<file path="src/rtl/stop_go_pkg.sv">
// -----------------------------------------------------------------------------
// stop_go_pkg
// Shared definitions for the stop-and-go keystream generator:
//   - default feedback tap masks and reset seeds for a 32-bit build
//   - mode enum (Beth-Piper stop-and-go / alternating-step)
//   - FSM state enum (warm-up / run)
//   - step-enable decode helper used by the top level
// -----------------------------------------------------------------------------
package stop_go_pkg;

    // Tap masks: bit i set means state bit i feeds the XOR.
    // Each mask corresponds to a primitive degree-32 polynomial.
    localparam logic [31:0] SNG_TAPS1 = 32'h8020_0003;  // x^32+x^22+x^2+x+1
    localparam logic [31:0] SNG_TAPS2 = 32'hA300_0000;  // x^32+x^30+x^26+x^25+1
    localparam logic [31:0] SNG_TAPS3 = 32'hE000_0200;  // x^32+x^31+x^30+x^10+1

    // Reset seeds; also substituted for any all-zero loaded seed.
    localparam logic [31:0] SNG_SEED1 = 32'h9E37_79B9;
    localparam logic [31:0] SNG_SEED2 = 32'h7F4A_7C15;
    localparam logic [31:0] SNG_SEED3 = 32'hC2B2_AE35;

    typedef enum logic {
        SNG_BETH_PIPER = 1'b0,
        SNG_ALT_STEP   = 1'b1
    } sng_mode_e;

    typedef enum logic {
        SNG_WARMUP = 1'b0,
        SNG_RUN    = 1'b1
    } sng_state_e;

    // Per-LFSR step enables {lf3, lf2, lf1} for a global step request.
    // lf1 always steps; lf2 follows the control bit in both modes;
    // lf3 steps unconditionally in Beth-Piper, on ~ctrl in alternating-step.
    function automatic logic [2:0] sng_step_enables(input logic      step,
                                                    input logic      ctrl,
                                                    input sng_mode_e mode);
        logic [2:0] en;
        en[0] = step;
        en[1] = step & ctrl;
        en[2] = step & ((mode == SNG_BETH_PIPER) | ~ctrl);
        return en;
    endfunction

endpackage

</file>
<file path="src/rtl/sng_lfsr.sv">
// -----------------------------------------------------------------------------
// sng_lfsr
// One Fibonacci LFSR with clock enable and parallel load.
//   next = {s[WIDTH-2:0], ^(s & TAPS)}
// A load of all zeros is replaced by SEED so the register can never lock up.
// Ports:
//   clk      in   system clock
//   rst      in   asynchronous active-low reset (state <= SEED)
//   en       in   advance one step this cycle
//   load     in   load load_val (has priority over en)
//   load_val in   WIDTH-bit value to load
//   o_state  out  current register state
// -----------------------------------------------------------------------------
module sng_lfsr #(
    parameter int               WIDTH = 32,
    parameter logic [WIDTH-1:0] TAPS  = {WIDTH{1'b1}},
    parameter logic [WIDTH-1:0] SEED  = {{(WIDTH-1){1'b0}}, 1'b1}
) (
    input  logic             clk,
    input  logic             rst,
    input  logic             en,
    input  logic             load,
    input  logic [WIDTH-1:0] load_val,
    output logic [WIDTH-1:0] o_state
);

    logic [WIDTH-1:0] r_state;
    logic [WIDTH-1:0] w_load_val;
    logic [WIDTH-1:0] w_next;

    assign w_load_val = (load_val == '0) ? SEED : load_val;
    assign w_next     = {r_state[WIDTH-2:0], ^(r_state & TAPS)};

    always_ff @(posedge clk or negedge rst) begin
        if (!rst) begin
            r_state <= SEED;
        end else if (load) begin
            r_state <= w_load_val;
        end else if (en) begin
            r_state <= w_next;
        end
    end

    assign o_state = r_state;

endmodule

</file>
<file path="src/rtl/stop_go_keystream_gen.sv">
// -----------------------------------------------------------------------------
// stop_go_keystream_gen
// Three-LFSR stop-and-go keystream generator (Beth-Piper or alternating-step)
// delivering WIDTH-bit words over a valid/ready handshake.
// Optional feature macro: SNG_WARMUP_EN
//   defined   -> WARMUP discarded steps after reset/load, busy high meanwhile
//   undefined -> no warm-up; ks_valid rises one edge after reset/load and the
//                first word is seed2 ^ seed3
// Ports:
//   clk        in   system clock
//   rst        in   asynchronous active-low reset
//   seed_load  in   load {seed3,seed2,seed1} and mode at the next edge
//   seed_data  in   3*WIDTH seeds, seed1 in the LSBs
//   mode       in   0 = Beth-Piper, 1 = alternating-step (sampled on seed_load)
//   ks_ready   in   consumer accepts ks_data
//   ks_valid   out  ks_data holds a valid keystream word
//   ks_data    out  lf2 ^ lf3
//   busy       out  warm-up in progress
// -----------------------------------------------------------------------------
module stop_go_keystream_gen
    import stop_go_pkg::*;
#(
    parameter int               WIDTH  = 32,
    parameter logic [WIDTH-1:0] TAPS1  = WIDTH'(SNG_TAPS1),
    parameter logic [WIDTH-1:0] TAPS2  = WIDTH'(SNG_TAPS2),
    parameter logic [WIDTH-1:0] TAPS3  = WIDTH'(SNG_TAPS3),
    parameter logic [WIDTH-1:0] SEED1  = WIDTH'(SNG_SEED1),
    parameter logic [WIDTH-1:0] SEED2  = WIDTH'(SNG_SEED2),
    parameter logic [WIDTH-1:0] SEED3  = WIDTH'(SNG_SEED3),
    parameter int               WARMUP = 64
) (
    input  logic               clk,
    input  logic               rst,
    input  logic               seed_load,
    input  logic [3*WIDTH-1:0] seed_data,
    input  logic               mode,
    input  logic               ks_ready,
    output logic               ks_valid,
    output logic [WIDTH-1:0]   ks_data,
    output logic               busy
);

    // Elaboration-time legality checks on the configuration.
    if (WIDTH < 8 || WIDTH > 64) begin : g_bad_width
        $error("stop_go_keystream_gen: WIDTH must be in 8..64");
    end
    if (WARMUP < 1 || WARMUP > 1023) begin : g_bad_warmup
        $error("stop_go_keystream_gen: WARMUP must be in 1..1023");
    end

    localparam logic [3*WIDTH-1:0] TAPS_ALL = {TAPS3, TAPS2, TAPS1};
    localparam logic [3*WIDTH-1:0] SEED_ALL = {SEED3, SEED2, SEED1};

    logic [2:0][WIDTH-1:0] w_lf;
    logic [2:0]            w_en;
    logic                  w_ctrl;
    logic                  w_fire;
    logic                  w_step;
    logic                  w_unused_lf1;
    logic                  r_valid;
    sng_mode_e             r_mode;

    for (genvar gi = 0; gi < 3; gi++) begin : g_lfsr
        sng_lfsr #(
            .WIDTH (WIDTH),
            .TAPS  (TAPS_ALL[gi*WIDTH +: WIDTH]),
            .SEED  (SEED_ALL[gi*WIDTH +: WIDTH])
        ) u_lfsr (
            .clk      (clk),
            .rst      (rst),
            .en       (w_en[gi]),
            .load     (seed_load),
            .load_val (seed_data[gi*WIDTH +: WIDTH]),
            .o_state  (w_lf[gi])
        );
    end

    // Only the MSB of lf1 drives the control path.
    assign w_unused_lf1 = ^w_lf[0][WIDTH-2:0];
    assign w_ctrl       = w_lf[0][WIDTH-1];
    assign w_fire       = r_valid & ks_ready;
    assign w_en         = sng_step_enables(w_step, w_ctrl, r_mode);

`ifdef SNG_WARMUP_EN
    localparam int               CNT_W = 10;
    localparam logic [CNT_W-1:0] LAST  = CNT_W'(WARMUP - 1);

    sng_state_e       r_state;
    logic [CNT_W-1:0] r_cnt;

    // A load wins over any step, including a handshake in the same cycle.
    assign w_step = ~seed_load & ((r_state == SNG_WARMUP) | w_fire);

    always_ff @(posedge clk or negedge rst) begin
        if (!rst) begin
            r_state <= SNG_WARMUP;
            r_cnt   <= '0;
            r_valid <= 1'b0;
            r_mode  <= SNG_BETH_PIPER;
        end else if (seed_load) begin
            r_state <= SNG_WARMUP;
            r_cnt   <= '0;
            r_valid <= 1'b0;
            r_mode  <= sng_mode_e'(mode);
        end else begin
            case (r_state)
                SNG_WARMUP: begin
                    r_cnt <= r_cnt + 1'b1;
                    // Last discarded step: next state's output is the first word.
                    if (r_cnt == LAST) begin
                        r_state <= SNG_RUN;
                        r_valid <= 1'b1;
                    end
                end
                default: begin
                    r_valid <= 1'b1;
                end
            endcase
        end
    end

    assign busy = (r_state == SNG_WARMUP);
`else
    assign w_step = ~seed_load & w_fire;

    // Always in RUN: valid drops only for the edge of a load or reset.
    always_ff @(posedge clk or negedge rst) begin
        if (!rst) begin
            r_valid <= 1'b0;
            r_mode  <= SNG_BETH_PIPER;
        end else if (seed_load) begin
            r_valid <= 1'b0;
            r_mode  <= sng_mode_e'(mode);
        end else begin
            r_valid <= 1'b1;
        end
    end

    assign busy = 1'b0;
`endif

    assign ks_valid = r_valid;
    assign ks_data  = w_lf[1] ^ w_lf[2];

endmodule
</file>
<file path="config.mk">
export PLATFORM = sky130hd
export DESIGN_NAME = stop_go_keystream_gen
export DESIGN_NICKNAME = d
export VERILOG_FILES = /design/src/rtl/stop_go_pkg.sv /design/src/rtl/sng_lfsr.sv /design/src/rtl/stop_go_keystream_gen.sv
export SDC_FILE = /design/constraint.sdc
export NUM_CORES = 1
export LEC_CHECK = 0
export ABC_AREA = 1
export CAP_MARGIN = 10
export CORE_AREA = 2 2 112 114
export CTS_BUF_LIST = sky130_fd_sc_hd__clkbuf_4 sky130_fd_sc_hd__clkbuf_8
export DETAILED_ROUTE_END_ITERATION = 7
export DIE_AREA = 0 0 114 116
export MAX_ROUTING_LAYER = met4
export PLACE_DENSITY = 0.79
export SLEW_MARGIN = 20
export SYNTH_ARGS = -nofsm -noshare
export SYNTH_HDL_FRONTEND = slang
export SYNTH_SLANG_ARGS = --single-unit
</file>
<file path="constraint.sdc">
create_clock -name clk -period 4 [get_ports clk]
set_clock_uncertainty 0.1 [all_clocks]
set_input_delay 1 -clock clk [delete_from_list [all_inputs] [get_ports clk]]
set_output_delay 1 -clock clk [all_outputs]
set_load 0.01 [all_outputs]
</file>
==> key figures, run 1 <==
Outcome
  • Status: finished clean

GRT
  • Largest net degree at the start of global routing: 80
  • Grt ovf: 0
  • Vias in the first global route: 5292
  • First-pass GRT wire length: 25300 um
  • Initial antenna violation count: 0
  • GRT Overall Usage: 24.79%

Worst hold path
  • Hold WC Path Type: reg2reg

Yosys
  • Synth Instances: 841
  • Number of synthesis warnings: 0
  • Leading area contributor after synthesis: dfstp_2
  • Sequential area share after synthesis: 42.73%
  • FF+latch count, synth: 98
  • Synth top area cells: dfstp_2, dfrtp_1, nand2_1, nor2_1, o21ai_0
  • Number of synthesized flops with an enable pin: 0
  • Top-area cell type share of the netlist area: 24.06%
  • Syn Std Cell Area: 0.005897 mm2
  • Most common library cells after synthesis: nand2_1, nor2_1, inv_1, o21ai_0, dfstp_2
  • Asr flop ratio synth: 100.0%
  • Count leader, synth: nand2_1
  • Yosys cell types: 35
  • Syn_nets: 942
  • Synth Flop Type: dfstp_2
  • Synthesized area per cell: 7.012 um2

Placement
  • Gpl congestion: 0.8911
  • Port bufs: 133
  • Post-Place Cells: 1081
  • Placed Area: 0.007217 mm2
  • DP Wirelength: 11490 um

Timing
  • Slew Limit Fails: 0
  • Worst slew pin tran: 0.8310 ns
  • # setup viols final: 0
  • Unrepaired setup endpoints after global routing: no
  • Fin Hold WS: 0.3874 ns
  • Fin. Hold Viols: 0
  • Crit share post-route: 72.14%
  • Setup TNS: 0 ns
  • Final worst path period need: 2.886 ns
  • Fmax: 346.6 MHz
  • Slew HR: 44.60%

Setup path
  • Buffer and inverter count on the worst path: 1
  • CP top delay family: flip-flops
  • Crit-path max FO: 4
  • Worst EP arrival: 1.79 ns
  • Setup crit start kind: flip-flop
  • Crit path cell chain: xor2_1, clkdlybuf4s50_1
  • Max incr delay on CP: 0.59 ns
  • Slowest cell on crit path: dfstp_2
  • WS Path Type: reg2out
  • Critical path capture point type: output pin
  • Crit path required time: 2.90 ns

Clocking
  • Root Buffer: clkbuf_8
  • # resized after CTS: 0
  • CTS Buf Count: 9
  • Clock slew at reported path FFs: 0.09 ns
  • Worst-Skew Late Latency: 0.36 ns
  • Htree depth: 3
  • CTS tree: built
  • Setup repair bufs after CTS: 0
  • Number of hold buffers added after cts: 0
  • Sink Count: 98
  • Max Buffers Root-to-Sink: 2

Cells and area
  • Area grow syn2layout: 26.35%
  • # nets final: 1046
  • Share of layout cells above drive strength 1: 9.579%
  • Final instance area: 0.007451 mm2
  • ANT cells: 0
  • Finished Layout Cells: 1097

Power and ir drop
  • Combinational Power Share: 28.9%
  • IR drop worst, VDD: 0.2260 mV
  • Sw frac: 30.81%
  • P_int: 0.001995 W
  • Clock power share: 25.8%
  • P_sw: 0.0008882 W
  • Total Power: 0.002883 W
  • Flop pwr share: 45.3%
  • Leakage: 3.393 nW
  • Power Density: 387.0 mW/mm2

Route
  • Detailed Route WL: 15610 um
  • Via count: 5608
  • DRC: 0
  • Vias per cell: 5.112
  • DRT iter0 DRCs: 409
  • Pre-antenna DRT Iters: 5
  • Antenna Violating Nets Remaining: 0
  • Wirelength per Cell: 14.23 um

Die
  • Die Y: 116 um
  • Ports: 135
  • Core area: 0.01191 mm2
  • Initial Utilization: 49.51%
  • Rows: 40
  • Die area: 0.01322 mm2
  • Die Wd: 114 um

Run
  • Max-cap violations: 0
## flip-flops by register name, summed over array words and instances, names as in the netlist
register,count
g_lfsr.u_lfsr.o_state,96
ks_valid,1
r_mode,1
## stage by stage
step                      setup slack, ns  util [%]
after global placement             0.9601     60.59
after detailed placement           0.8591     60.59
after floorplan                     2.022         -
final                               1.114     62.55
after CTS                           1.150     62.55
after global routing                1.018     62.55
## power by group through the flow
stage | clock (W) | sequential, W | combinational, W
5_1_grt | 0.000786 | 0.00133 | 0.000920
3_3_place_gp | 0 | 0.00132 | 0.000819
6_report | 0.000744 | 0.00131 | 0.000832
3_5_place_dp | 0 | 0.00132 | 0.000832
4_1_cts | 0.000745 | 0.00131 | 0.000835
2_1_floorplan | 0 | 0.00128 | 0.000444
## worst paths after layout
path	to	slack (ns)	cells after the start	from
max	ks_data[31]	1.11	2	g_lfsr[2].u_lfsr.o_state[31]$_DFFE_PN1P_
min	g_lfsr[1].u_lfsr.o_state[27]$_DFFE_PN1P_	0.39	2	g_lfsr[1].u_lfsr.o_state[27]$_DFFE_PN1P_
max reg2reg	g_lfsr[2].u_lfsr.o_state[29]$_DFFE_PN0P_	1.93	7	ks_valid$_DFF_PN0_
min reg2reg	g_lfsr[1].u_lfsr.o_state[27]$_DFFE_PN1P_	0.39	2	g_lfsr[1].u_lfsr.o_state[27]$_DFFE_PN1P_
max in group asynchronous	g_lfsr[0].u_lfsr.o_state[8]$_DFFE_PN1P_	2.52	2	rst
min in group asynchronous	g_lfsr[1].u_lfsr.o_state[8]$_DFFE_PN0P_	0.53	1	rst
## final cells by class
type | count | area, um2
sequential | 98 | 2520
multi-input combinational | 618 | 2836
clock inverter | 4 | 75.07
timing repair buffer | 138 | 1374
fill | 1079 | 4461
clock buffer | 12 | 158.9
inverter | 80 | 302.8
tap | 147 | 183.9
## cell families after synthesis
family                    share of synthesized area, %
and+or+nand+nor                                  28.62
DFF                                              42.73
AOI/OAI and AO/OA                                14.07
xor gates and xnor gates                         5.347
buffers and inverters                            9.166
other                                          0.06359
## cell usage in the layout, fill, tap and decap left out, types with 7 or more instances in the layout
cell type          n
nand2_1          245
o22ai_1           14
dfrtp_1           44
o21ai_0           62
o21bai_1           8
nor3_1             7
o211ai_1           7
a21oi_1           41
xor2_1            34
clkdlybuf4s50_1  131
nand3_1            7
dfstp_2           54
inv_1             76
nor2_1           164
clkbuf_8          11
## routing by layer
metal  vias up  global-route usage (%)  part of all wire, %
met5         -                       -                    0
met4         0                   9.350                  2.8
met3        26                   3.347                  6.3
met2       179                   38.41                   46
met1      2574                   33.39                   45
li1       2829                       -                    -
## tightest hold or removal path, cell delays in order, from the launching register on
cell and delay [ns]:
dfstp_2 0.39, nand2_1 0.06, nand2_1 0.05
Power figures use the tool's default switching activity.
==> run 2, diff against run 1 <==
--- a/config.mk
+++ b/config.mk
@@ -7,12 +7,12 @@
 export LEC_CHECK = 0
 export ABC_AREA = 1
 export CAP_MARGIN = 10
-export CORE_AREA = 2 2 112 114
+export CORE_AREA = 2 2 116 118
 export CTS_BUF_LIST = sky130_fd_sc_hd__clkbuf_4 sky130_fd_sc_hd__clkbuf_8
 export DETAILED_ROUTE_END_ITERATION = 7
-export DIE_AREA = 0 0 114 116
+export DIE_AREA = 0 0 118 120
 export MAX_ROUTING_LAYER = met4
-export PLACE_DENSITY = 0.79
+export PLACE_DENSITY = 0.77
 export SLEW_MARGIN = 20
 export SYNTH_ARGS = -nofsm -noshare
 export SYNTH_HDL_FRONTEND = slang
==> constraint.sdc (replaced) <==
create_clock -name clk -period 2.35 [get_ports clk]
set_clock_uncertainty 0.1 [all_clocks]
set_input_delay 0.5875 -clock clk [delete_from_list [all_inputs] [get_ports clk]]
set_output_delay 0.5875 -clock clk [all_outputs]
set_load 0.01 [all_outputs]
==> key figures, run 2 (synthesis results as in run 1) <==
Clocking
  • Sink Count: 98
  • Worst-Skew Late Latency: 0.37 ns
  • Number of hold buffers added after cts: 0
  • Htree depth: 3
  • Root Buffer: clkbuf_8
  • CTS Buf Count: 9
  • Clock slew at reported path FFs: 0.09 ns
  • Max Buffers Root-to-Sink: 2
  • CTS tree: built

Setup path
  • Critical path capture point type: output pin
  • Crit path required time: 1.66 ns
  • Max incr delay on CP: 0.56 ns
  • Worst EP arrival: 1.61 ns
  • R2R Path Start: ks_valid$_DFF_PN0_
  • CP Depth: 2
  • Buffer and inverter count on the worst path: 1
  • Crit path cell chain: xor2_1, clkdlybuf4s50_1
  • Worst setup path endpoint: ks_data[23]
  • R2R Path End: g_lfsr[2].u_lfsr.o_state[0]$_DFFE_PN1P_
  • CP top delay family: flip-flops
  • Setup crit start kind: flip-flop
  • Slowest cell on crit path: dfstp_2
  • R2R Setup Slk: 0.86 ns
  • Crit path from: g_lfsr[2].u_lfsr.o_state[23]$_DFFE_PN1P_
  • Crit-path max FO: 3
  • R2R depth: 7
  • WS Path Type: reg2out

Die
  • Rows: 42
  • Ports: 135
  • Die Wd: 118 um
  • Die Y: 120 um
  • Core area: 0.01298 mm2
  • Die area: 0.01416 mm2
  • Initial Utilization: 45.43%

Power and ir drop
  • P_int: 0.003344 W
  • Leakage: 3.601 nW
  • Clock power share: 25.3%
  • IR drop worst, VDD: 0.2852 mV
  • Combinational Power Share: 28.8%
  • Sw frac: 30.90%
  • P_sw: 0.001496 W
  • Power Density: 628.5 mW/mm2
  • Flop pwr share: 46.0%

Route
  • Pre-antenna DRT Iters: 5
  • Detailed Route WL: 16420 um
  • DRC: 0
  • Via count: 5744
  • Vias per cell: 5.021
  • DRT iter0 DRCs: 389
  • Wirelength per Cell: 14.35 um
  • Antenna Violating Nets Remaining: 0

Placement
  • Placement Setup Slack: -0.06197 ns
  • Gpl congestion: 0.8792
  • Placed Area: 0.007443 mm2
  • DP Wirelength: 12080 um
  • Port bufs: 133
  • Post-Place Cells: 1125

GRT
  • Met1 usage: 30.24%
  • Grt ovf: 0
  • Largest net degree at the start of global routing: 66
  • Initial antenna violation count: 0
  • Busiest grt layer: met2
  • First-pass GRT wire length: 26830 um
  • Met3 GRT Util: 4.087%
  • Met2 Use GR: 40.04%
  • GRT Overall Usage: 24.35%
  • Vias in the first global route: 5581

Cells and area
  • Fill cells: 1222
  • Final instance area: 0.007700 mm2
  • Multi-input gate area in the final layout: 0.002844 mm2
  • Max reg flops: 96
  • Commonest non-fill, non-tap cell in the layout: nand2_1
  • Register area: 0.002520 mm2
  • Leading cell types in the layout, fill and taps excluded: nand2_1, nor2_1, clkdlybuf4s50_1
  • Share of layout cells above drive strength 1: 11.36%
  • ANT cells: 0
  • Area grow syn2layout: 30.57%
  • Finished Layout Cells: 1144
  • # nets final: 1064

Timing
  • Unrepaired setup endpoints after global routing: no
  • Final worst path period need: 2.301 ns
  • Slew Limit Fails: 0
  • Fmax: 434.6 MHz
  • Fin. Hold Viols: 0
  • Setup ws final: 0.04880 ns
  • Crit share post-route: 97.92%
  • # setup viols final: 0

Outcome
  • Status: finished clean

Worst hold path
  • Hold WC Path Type: in2async

Run
  • Max-cap violations: 0
-- run 2: stage by stage --
step | hold WS, ns | utilization (%) | TNS [ns] | total power (W)
after floorplan | 0.1919 | - | 0 | 0.002929
after global placement | 0.3659 | 57.35 | -0.1682 | 0.003672
after detailed placement | 0.3706 | 57.35 | -0.3830 | 0.003701
after CTS | 0.06532 | 59.19 | 0 | 0.004884
after global routing | 0.09763 | 59.32 | 0 | 0.005109
final | 0.06392 | 59.32 | 0 | 0.004840
-- run 2: worst min-delay path by stage --
| stage | start | slack [ns] | depth (start not counted) | end |
|---|---|---|---|---|
| after floorplan | rst | 0.19 | 0 | g_lfsr[0].u_lfsr.o_state[10]$_DFFE_PN0P_ |
| after global placement | g_lfsr[0].u_lfsr.o_state[0]$_DFFE_PN1P_ | 0.37 | 2 | g_lfsr[0].u_lfsr.o_state[0]$_DFFE_PN1P_ |
| after detailed placement | g_lfsr[0].u_lfsr.o_state[10]$_DFFE_PN0P_ | 0.37 | 2 | g_lfsr[0].u_lfsr.o_state[10]$_DFFE_PN0P_ |
| after CTS | rst | 0.07 | 1 | g_lfsr[2].u_lfsr.o_state[26]$_DFFE_PN0P_ |
| after global routing | rst | 0.1 | 1 | g_lfsr[2].u_lfsr.o_state[28]$_DFFE_PN0P_ |
| final | rst | 0.06 | 1 | g_lfsr[2].u_lfsr.o_state[26]$_DFFE_PN0P_ |
-- run 2: final cells by class --
| class | instances | share of cell area [%] |
|---|---|---|
| clock inverter | 1 | 0.3900 |
| sequential | 98 | 32.73 |
| tap | 176 | 2.860 |
| inverter | 80 | 3.932 |
| multi-input combinational | 618 | 36.94 |
| timing repair buffer | 156 | 20.56 |
| clock buffer | 15 | 2.600 |
-- run 2: repair_timing --
action	in CTS	in global routing
pin swaps	0	0
gates resized for setup	18	7
buffers inserted	3	0
setup endpoints to repair	19	7
-- run 2: power groups by stage --
stage	Sequential [W]	Combinational (W)	Clock, W
floorplan	0.00217	0.000756	0
global placement	0.00225	0.00143	0
detailed placement	0.00226	0.00145	0
CTS	0.00222	0.00141	0.00125
global route	0.00225	0.00155	0.00131
finish	0.00222	0.00139	0.00122
-- run 2: metal layers --
metal	wire length [um]	up-vias
li1	-	2866
met1	7115	2651
met2	7898	199
met3	992	28
met4	416	0
met5	0	-
